### config.mk
export PLATFORM = sky130hd
export DESIGN_NAME = int_sub_seq
export DESIGN_NICKNAME = d
export VERILOG_FILES = /design/src/rtl/int_sub_pkg.sv /design/src/rtl/sub_chunk_cla.sv /design/src/rtl/int_sub_seq.sv
export SDC_FILE = /design/constraint.sdc
export NUM_CORES = 1
export LEC_CHECK = 0
export CORE_MARGIN = 3
export CORE_UTILIZATION = 47
export DETAILED_ROUTE_END_ITERATION = 16
export GPL_ROUTABILITY_DRIVEN = 0
export PLACE_DENSITY = 0.81
export SYNTH_ARGS = -nofsm -noshare
export SYNTH_HDL_FRONTEND = slang
export SYNTH_SLANG_ARGS = --single-unit
export TNS_END_PERCENT = 10
### constraint.sdc
create_clock -name clk -period 3.75 [get_ports clk]
set_input_delay 0.75 -clock clk [delete_from_list [all_inputs] [get_ports clk]]
set_output_delay 0.75 -clock clk [all_outputs]
set_load 0.005 [all_outputs]
### src/rtl/int_sub_pkg.sv
// Shared types and default sizing for the sequential integer subtractor.
// Other files import this package.
package int_sub_pkg;

  localparam int N_DEF     = 32;
  localparam int CHUNK_DEF = 4;
  localparam int NCH_DEF   = N_DEF / CHUNK_DEF;
  localparam int IDX_W_DEF = (NCH_DEF > 1) ? $clog2(NCH_DEF) : 1;

  typedef enum logic [1:0] {
    IDLE = 2'd0,
    RUN  = 2'd1,
    DONE = 2'd2
  } state_t;

endpackage

### src/rtl/sub_chunk_cla.sv
// Combinational carry-lookahead slice. Each carry is expanded directly from
// the generate/propagate terms and cin, rather than rippled bit by bit.
module sub_chunk_cla #(
  parameter int W = 4
) (
  input  logic [W-1:0] x,
  input  logic [W-1:0] y,
  input  logic         cin,
  output logic [W-1:0] s,
  output logic         cout
);

  logic [W-1:0] g;
  logic [W-1:0] p;
  logic [W:0]   c;
  logic         pp;
  logic         cc;

  assign g = x & y;
  assign p = x ^ y;

  // c[i+1] = g[i] | p[i]g[i-1] | ... | p[i..0]cin
  always_comb begin
    c    = '0;
    c[0] = cin;
    pp   = 1'b1;
    cc   = 1'b0;
    for (int i = 0; i < W; i++) begin
      pp = 1'b1;
      cc = 1'b0;
      for (int j = i; j >= 0; j--) begin
        cc = cc | (pp & g[j]);
        pp = pp & p[j];
      end
      c[i+1] = cc | (pp & cin);
    end
  end

  assign s    = p ^ c[W-1:0];
  assign cout = c[W];

endmodule

### src/rtl/int_sub_seq.sv
// Multi-cycle subtractor diff = a - b: one CHUNK-bit lookahead slice per
// clock, computed as a + ~b + 1, with valid/ready on both sides.
module int_sub_seq
  import int_sub_pkg::*;
#(
  parameter int N     = N_DEF,
  parameter int CHUNK = CHUNK_DEF
) (
  input  logic         clk,
  input  logic         rst,
  input  logic         in_valid,
  output logic         in_ready,
  input  logic [N-1:0] a,
  input  logic [N-1:0] b,
  output logic         out_valid,
  input  logic         out_ready,
  output logic [N-1:0] diff,
  output logic         borrow,
  output logic         zero,
  output logic         neg,
  output logic         ovf
);

  localparam int NCH   = N / CHUNK;
  localparam int IDX_W = (NCH > 1) ? $clog2(NCH) : 1;
  localparam logic [IDX_W-1:0] LAST = IDX_W'(NCH - 1);

  state_t             state;
  state_t             state_next;
  logic [IDX_W-1:0]   idx;
  logic               carry;
  logic [N-1:0]       a_r;
  logic [N-1:0]       b_r;
  logic [CHUNK-1:0]   slice_s;
  logic               slice_cout;
  logic [N-1:0]       diff_next;

  sub_chunk_cla #(.W(CHUNK)) u_cla (
    .x    (a_r[idx*CHUNK +: CHUNK]),
    .y    (b_r[idx*CHUNK +: CHUNK]),
    .cin  (carry),
    .s    (slice_s),
    .cout (slice_cout)
  );

  assign in_ready = (state == IDLE) & ~rst;

  always_comb begin
    state_next = state;
    case (state)
      IDLE:    if (in_valid) state_next = RUN;
      RUN:     if (idx == LAST) state_next = DONE;
      DONE:    if (out_ready) state_next = IDLE;
      default: state_next = IDLE;
    endcase
  end

  // Full result as it will look once the current slice is written back.
  always_comb begin
    diff_next = diff;
    diff_next[idx*CHUNK +: CHUNK] = slice_s;
  end

  always_ff @(posedge clk or posedge rst) begin
    if (rst) begin
      state     <= IDLE;
      idx       <= '0;
      carry     <= 1'b1;
      a_r       <= '0;
      b_r       <= '0;
      diff      <= '0;
      borrow    <= 1'b0;
      zero      <= 1'b0;
      neg       <= 1'b0;
      ovf       <= 1'b0;
      out_valid <= 1'b0;
    end else begin
      state <= state_next;
      case (state)
        IDLE: begin
          if (in_valid) begin
            a_r   <= a;
            b_r   <= ~b;
            carry <= 1'b1;
            idx   <= '0;
          end
        end
        RUN: begin
          diff  <= diff_next;
          carry <= slice_cout;
          idx   <= idx + 1'b1;
          if (idx == LAST) begin
            borrow    <= ~slice_cout;
            zero      <= (diff_next == '0);
            neg       <= diff_next[N-1];
            // b_r holds ~b, so equal top bits mean the operand signs differ
            ovf       <= (a_r[N-1] == b_r[N-1]) & (diff_next[N-1] != a_r[N-1]);
            out_valid <= 1'b1;
          end
        end
        DONE: begin
          if (out_ready) out_valid <= 1'b0;
        end
        default: ;
      endcase
    end
  end

endmodule

# Yosys cells after proc, flatten, opt, wreduce, memory -nomap -nowiden
# Cells that the tools add are included.
dict set report word_totals {
  ff_bits 107
  in_bits 68
  output_inout_bits 38
  word_cells 80
}
dict set report op_classes {
  add_sub_neg 2
  eq_ne 8
  shift 4
  n_mux 12
  n_bitwise 34
  reduce_logical 9
}
# operator n
set ops {}
lappend ops {{$shiftx 32x6->4} 2}
lappend ops {{$neg 5->34} 1}
lappend ops {{$shift 4x34->32 const A} 1}
lappend ops {{$shiftx 4x34->32} 1}
lappend ops {{$bwmux 32} 1}
lappend ops {{$logic_not 32->1} 1}
lappend ops {{$not 32->32} 1}
lappend ops {{$and 1x1->1} 18}
lappend ops {{$or 1x1->1} 10}
lappend ops {{$xor 4x4->4} 2}
lappend ops {{$mux 2} 3}
lappend ops {{$ne 2x2->1 const B} 3}
lappend ops {{$pmux 2 s3} 1}
lappend ops {{$pmux 3 s2} 1}
lappend ops {{$reduce_and 2->1} 3}
lappend ops {{$reduce_and 3->1} 2}
lappend ops {{$and 4x4->4} 1}
lappend ops {{$pmux 1 s2} 2}
lappend ops {{$reduce_bool 2->1} 2}
lappend ops {{$add 3x1->3 const B} 1}
lappend ops {{$eq 3x3->1 const B} 1}
lappend ops {{$mux 1} 3}
lappend ops {{$mux 3} 1}
lappend ops {{$eq 2x1->1 const B} 1}
lappend ops {{5 further kinds} 6}

# Longest topological paths before layout
dict set report logic_depth {
  word_depth 11
  ltp_mapped 13
}

# Cells and area by module
# A second synthesis with hierarchy kept.
dict set report hier_totals {
  hier_cells 465
  hier_area_um2 5247.5
}
# module n_inst cells_per_inst area_per_inst_um2 seq_area_each_um2
set modules_own_cells {}
lappend modules_own_cells {int_sub_seq 1 448 5099.9 2678.8}
lappend modules_own_cells {sub_chunk_cla 1 17 147.6 0.0}

# Worst setup path after synthesis
# Ideal clock, no wire load.
dict set report synth_timing {
  path_type {register to register}
  from {register idx[0]}
  to {register zero}
  setup_time_ps 122
  arrival_ps 3386
  required_ps 3628
  path_slack_ps 242
  path_stages_with_launch 14
  n_path_buf 3
  synth_period_minus_slack_ps 3508
  cell_sequence {dfrtp_1 > buf_6 > buf_2 > buf_2 > mux4_2 > nand2_1 > nand2_1 > fa_1 > xnor2_1 > or4_1 > nand4_1 > nand4b_1 > nor4_1 > a32o_1}
}
dict set report synth_via {
  elab_chain_len 10
  elab_cells_between_ends 27
}
# item line_no
set synth_rtl {}
lappend synth_rtl {{start: declaration} int_sub_seq.sv:30} ;# logic [IDX_W-1:0] idx;
lappend synth_rtl {{start signal: assignment} int_sub_seq.sv:91} ;# idx <= idx + 1'b1;
lappend synth_rtl {{$shiftx 32x6->4, on equally long branches} {int_sub_seq.sv:39, int_sub_seq.sv:40}}
lappend synth_rtl {{$xor 4x4->4 / $and 4x4->4 (equally long branches)} {sub_chunk_cla.sv:20, sub_chunk_cla.sv:19}}
lappend synth_rtl {{$and 1x1->1, on equally long branches} {sub_chunk_cla.sv:32, sub_chunk_cla.sv:33}}
lappend synth_rtl {{$or 1x1->1 (tied with other cells)} sub_chunk_cla.sv:32} ;# cc = cc | (pp & g[j]);
lappend synth_rtl {{$or 1x1->1 / $and 1x1->1 (equally long branches)} {sub_chunk_cla.sv:32, sub_chunk_cla.sv:35}}
lappend synth_rtl {{$or 1x1->1} sub_chunk_cla.sv:35} ;# c[i+1] = cc | (pp & cin);
lappend synth_rtl {{$xor 4x4->4} sub_chunk_cla.sv:39} ;# assign s = p ^ c[W-1:0];
lappend synth_rtl {{$shiftx 4x34->32} int_sub_seq.sv:61} ;# diff_next[idx*CHUNK +: CHUNK] = slice_s;
lappend synth_rtl {{$bwmux 32} int_sub_seq.sv:61}
lappend synth_rtl {{$logic_not 32->1} int_sub_seq.sv:94} ;# zero <= (diff_next == '0);
lappend synth_rtl {{end signal: assignment} int_sub_seq.sv:94}
lappend synth_rtl {{end: declaration} int_sub_seq.sv:19} ;# output logic zero,
# Several ways; a longest one is shown, not always the timed one.
# A chain may end at the register's enable or synchronous reset.

# Worst setup path in the final report
dict set report layout_timing {
  from {register idx[0]}
  to {register ovf}
}
dict set report layout_via {
  elab_chain_len 11
  elab_cells_between_ends 28
}
# item line_no
set layout_rtl {}
lappend layout_rtl {{$shiftx 32x6->4, on equally long branches} {int_sub_seq.sv:39, int_sub_seq.sv:40}}
lappend layout_rtl {{$xor 4x4->4 / $and 4x4->4 (equally long branches)} {sub_chunk_cla.sv:20, sub_chunk_cla.sv:19}}
lappend layout_rtl {{$and 1x1->1, on equally long branches} {sub_chunk_cla.sv:32, sub_chunk_cla.sv:33}}
lappend layout_rtl {{$or 1x1->1 (tied with other cells)} sub_chunk_cla.sv:32}
lappend layout_rtl {{$or 1x1->1 / $and 1x1->1 (equally long branches)} {sub_chunk_cla.sv:32, sub_chunk_cla.sv:35}}
lappend layout_rtl {{$or 1x1->1} sub_chunk_cla.sv:35}
lappend layout_rtl {{$xor 4x4->4} sub_chunk_cla.sv:39}
lappend layout_rtl {{$shiftx 4x34->32} int_sub_seq.sv:61}
lappend layout_rtl {{$bwmux 32} int_sub_seq.sv:61}
lappend layout_rtl {{$ne 1x1->1} int_sub_seq.sv:97} ;# ovf <= (a_r[N-1] == b_r[N-1]) & (diff_next[N-1] != a_r[N-1]);
lappend layout_rtl {{$and 1x1->1} int_sub_seq.sv:97}
lappend layout_rtl {{end signal: assignment} int_sub_seq.sv:97}
lappend layout_rtl {{end: declaration} int_sub_seq.sv:21} ;# output logic ovf
# Several ways; a longest one is shown, not always the timed one.

==> results.sh <==
export IMPL_synthXorXnorAreaFrac=0.00660
export IMPL_design_area_um2=6840
export IMPL_setup_violations=0
export IMPL_powerDensity_nw_per_um2=1040
export IMPL_nFillCells=864
export IMPL_post_route_util=0.626
export IMPL_yosys_top_cells_area="dfrtp_1, mux2_2, mux4_2, a21oi_1, nor2_1"
export IMPL_drt_total_wl_um=13300
export IMPL_syn_area_um2=5310
export IMPL_cp_start_kind="flip-flop"
export IMPL_power_mw=7.11
export IMPL_syn_area_per_cell_um2=11.0
export IMPL_synth_compound_area_frac=0.109
export IMPL_yosys_warnings=0
export IMPL_yosys_cell_types_count=50
export IMPL_die_w_um=112
export IMPL_grt_overflow_total=0
export IMPL_crit_type="reg2reg"
export IMPL_grt_pass1_wl_um=22300
export IMPL_cp_arrival_ns=3.71
export IMPL_synthMuxAreaShare=0.184
export IMPL_skew_ns=0.0126
export IMPL_ys_flop_type="dfrtp_1"
export IMPL_placed_area_um2=6550
export IMPL_cts_root_buf="clkbuf_16"
export IMPL_status="complete, no violations"
export IMPL_synth_most_common_cell="dfrtp_1"
export IMPL_via_per_inst=5.83
export IMPL_clock_path_buffers=2
export IMPL_io_buffers=105
export IMPL_drive_gt1_frac=0.171
export IMPL_finalHoldViolCount=0
export IMPL_yosysTopAreaCell="dfrtp_1"
export IMPL_grt_usage=0.219
export IMPL_post_dp_hpwl_um=9600
export IMPL_crit_required_ns=4.03
export IMPL_initialDrtViolationCount=223
export IMPL_async_flop_share=1.00
export IMPL_syn_nets=565
export IMPL_die_area_um2=12600
export IMPL_fin_setup_tns_ns=0
export IMPL_n_antenna_cell=0
export IMPL_drc=0
export IMPL_yosysTopAreaCellShare=0.500
export IMPL_num_rows=38
export IMPL_period_minus_slack_ns=3.43
export IMPL_clock_latency_ns=0.35
export IMPL_synth_top_family_by_area="multiplexers"
export IMPL_synth_simple_area_share=0.136
export IMPL_start_util=0.485
export IMPL_drt_pass1_iter_count=5
export IMPL_hold_class="reg2reg"
export IMPL_critPathSlowestCell="a2111oi_0"
export IMPL_grt_antenna_before_repair=0
export IMPL_clkTransAtPathRegs_ns=0.07
export IMPL_grt_setup_unrepaired="false"
export IMPL_wl_per_cell_um=18.3
export IMPL_io_pins=106
export IMPL_synthAdderAreaFrac=0.0321
export IMPL_worst_pin_slew_ns=0.751
export IMPL_core_um2=10900
export IMPL_cts_tree="yes"
export IMPL_synth_edf_count=0
export IMPL_clock_sinks=107
export IMPL_die_h_um=112
export IMPL_leakage_nw=2.86
export IMPL_grt_pass1_vias=4518
export IMPL_maxCapViolCount=0
export IMPL_crit_family="compound AO/OA/AOI/OAI gates"
export IMPL_finalCritPeriodShare=0.914
export IMPL_ctsHoldBuffers=0
export IMPL_slowest_delay_ns=0.55
export IMPL_finalMaxSlewViolations=0
export IMPL_synth_commonest_cells="dfrtp_1, nor2_1, mux2_2"
export IMPL_postCtsSetupBuffers=0
export IMPL_endpoint_kind="flip-flop"
export IMPL_synth_seq_cells=107
export IMPL_ant_nets=0
export IMPL_ir_worst_vdd_mv=0.536
export IMPL_cts_repair_resized=0
export IMPL_timing_fmax_mhz=292
export IMPL_htree_levels=3
export IMPL_final_nets=667
export IMPL_grt_max_degree=101
export IMPL_crit_fanout=31
export IMPL_crit_chain="buf_12, mux4_2, nand2_1, nand2_1, ha_1, a21o_1, a2111oi_0, nor3_1, a21oi_1, a31oi_1, a21oi_1"
export IMPL_netlist_instances=484
export IMPL_relSlewSlack=0.495
export IMPL_vias=4263
export IMPL_cts_made_buffers=9
export IMPL_ys_seq_area_frac=0.505
export IMPL_path_buf_inv=1
export IMPL_hold_slack_ns=0.493
export IMPL_area_delta_synth_final_pct=28.9
## tightest hold or removal path, delay by kind of cell (launching register included)
kind	cells	cell delay, ns
AO/OA/AOI/OAI	1	0.06
flip-flops	1	0.35
AND/OR/NAND/NOR	1	0.05
## per-layer routing
| layer | GRT usage | up-vias | share of wire |
|---|---|---|---|
| met5 | 0 | - | 0 |
| met4 | 0.0825 | 0 | 0.030 |
| met3 | 0.0528 | 39 | 0.069 |
| met2 | 0.363 | 196 | 0.50 |
| met1 | 0.282 | 2075 | 0.40 |
| li1 | - | 1953 | - |
## per-stage QoR
stage                     setup slack [ns]  std cells
after detailed placement             0.331        715
after CTS                            0.343        731
final                                0.321        731
after floorplan                      0.184        484
after global routing                0.0116        731
after global placement               0.564        715
## where the power goes
part	switching, mW	leakage, nW	internal [mW]
logic	2.20	1.42	1.88
registers	0.404	1.29	1.69
clock network	0.464	0.144	0.472
total	3.07	2.86	4.04
## state kept, by name, indices dropped and copies added (netlist names), 2 cells and up
signal  flops
a_r        32
b_r        32
diff       32
idx         3
state       2
## final timing paths
kind | from | end | slack (ns) | cells past startpoint
setup reg to reg | idx[0] | ovf | 0.32 | 11
hold reg to reg | neg | neg | 0.49 | 2
max in group asynchronous | rst | b_r[2] | 2.14 | 3
min in group asynchronous | rst | out_valid | 0.90 | 2
setup / recovery | idx[0] | ovf | 0.32 | 11
hold / removal | neg | neg | 0.49 | 2
## cell usage in the layout (no fill, tap or decap), types with 2 or more instances in the layout
| cell | netlist | final |
|---|---|---|
| mux2i_1 | 3 | 3 |
| and3b_1 | 2 | 2 |
| xnor2_1 | 3 | 3 |
| clkinv_8 | 0 | 2 |
| nand2b_1 | 4 | 4 |
| nand4_1 | 5 | 5 |
| o31ai_1 | 5 | 5 |
| o21ai_0 | 31 | 31 |
| buf_4 | 1 | 7 |
| nor4_1 | 3 | 3 |
| nor3b_2 | 1 | 2 |
| o22ai_1 | 2 | 2 |
| clkdlybuf4s50_1 | 0 | 105 |
| inv_1 | 10 | 9 |
| a21oi_1 | 43 | 43 |
| inv_6 | 0 | 4 |
| o211ai_1 | 3 | 3 |
| mux2_2 | 52 | 52 |
| mux4_2 | 16 | 16 |
| nand3_1 | 5 | 5 |
| buf_12 | 0 | 3 |
| nor2_1 | 54 | 54 |
| dfrtp_1 | 106 | 105 |
| nand4b_1 | 2 | 2 |
| nand2_1 | 48 | 48 |
| a21o_1 | 3 | 3 |
| or3_1 | 8 | 8 |
| o41ai_1 | 6 | 6 |
| ha_1 | 12 | 12 |
| clkbuf_16 | 0 | 9 |
| a31oi_1 | 2 | 2 |
| nor3_1 | 8 | 8 |
| nor2b_1 | 4 | 4 |
## cell type report
class | count | area, um^2 | share of cell area
clock buffers | 10 | 229 | 0.0335
well taps | 140 | 175 | 0.0256
repair buffers | 115 | 1160 | 0.170
clock inverters | 6 | 67.6 | 0.00987
inverters | 11 | 43.8 | 0.00640
multi-input cells | 342 | 2480 | 0.363
flip-flops and latches | 107 | 2680 | 0.392
## kinds of logic after synthesis
| logic type | after synthesis |
|---|---|
| fa+ha+maj | 13 |
| simple gates | 154 |
| mux | 71 |
| buf+inv | 35 |
| flops | 107 |
| compound gates | 100 |
| xor+xnor | 4 |
(Power assumes the default switching activity.)
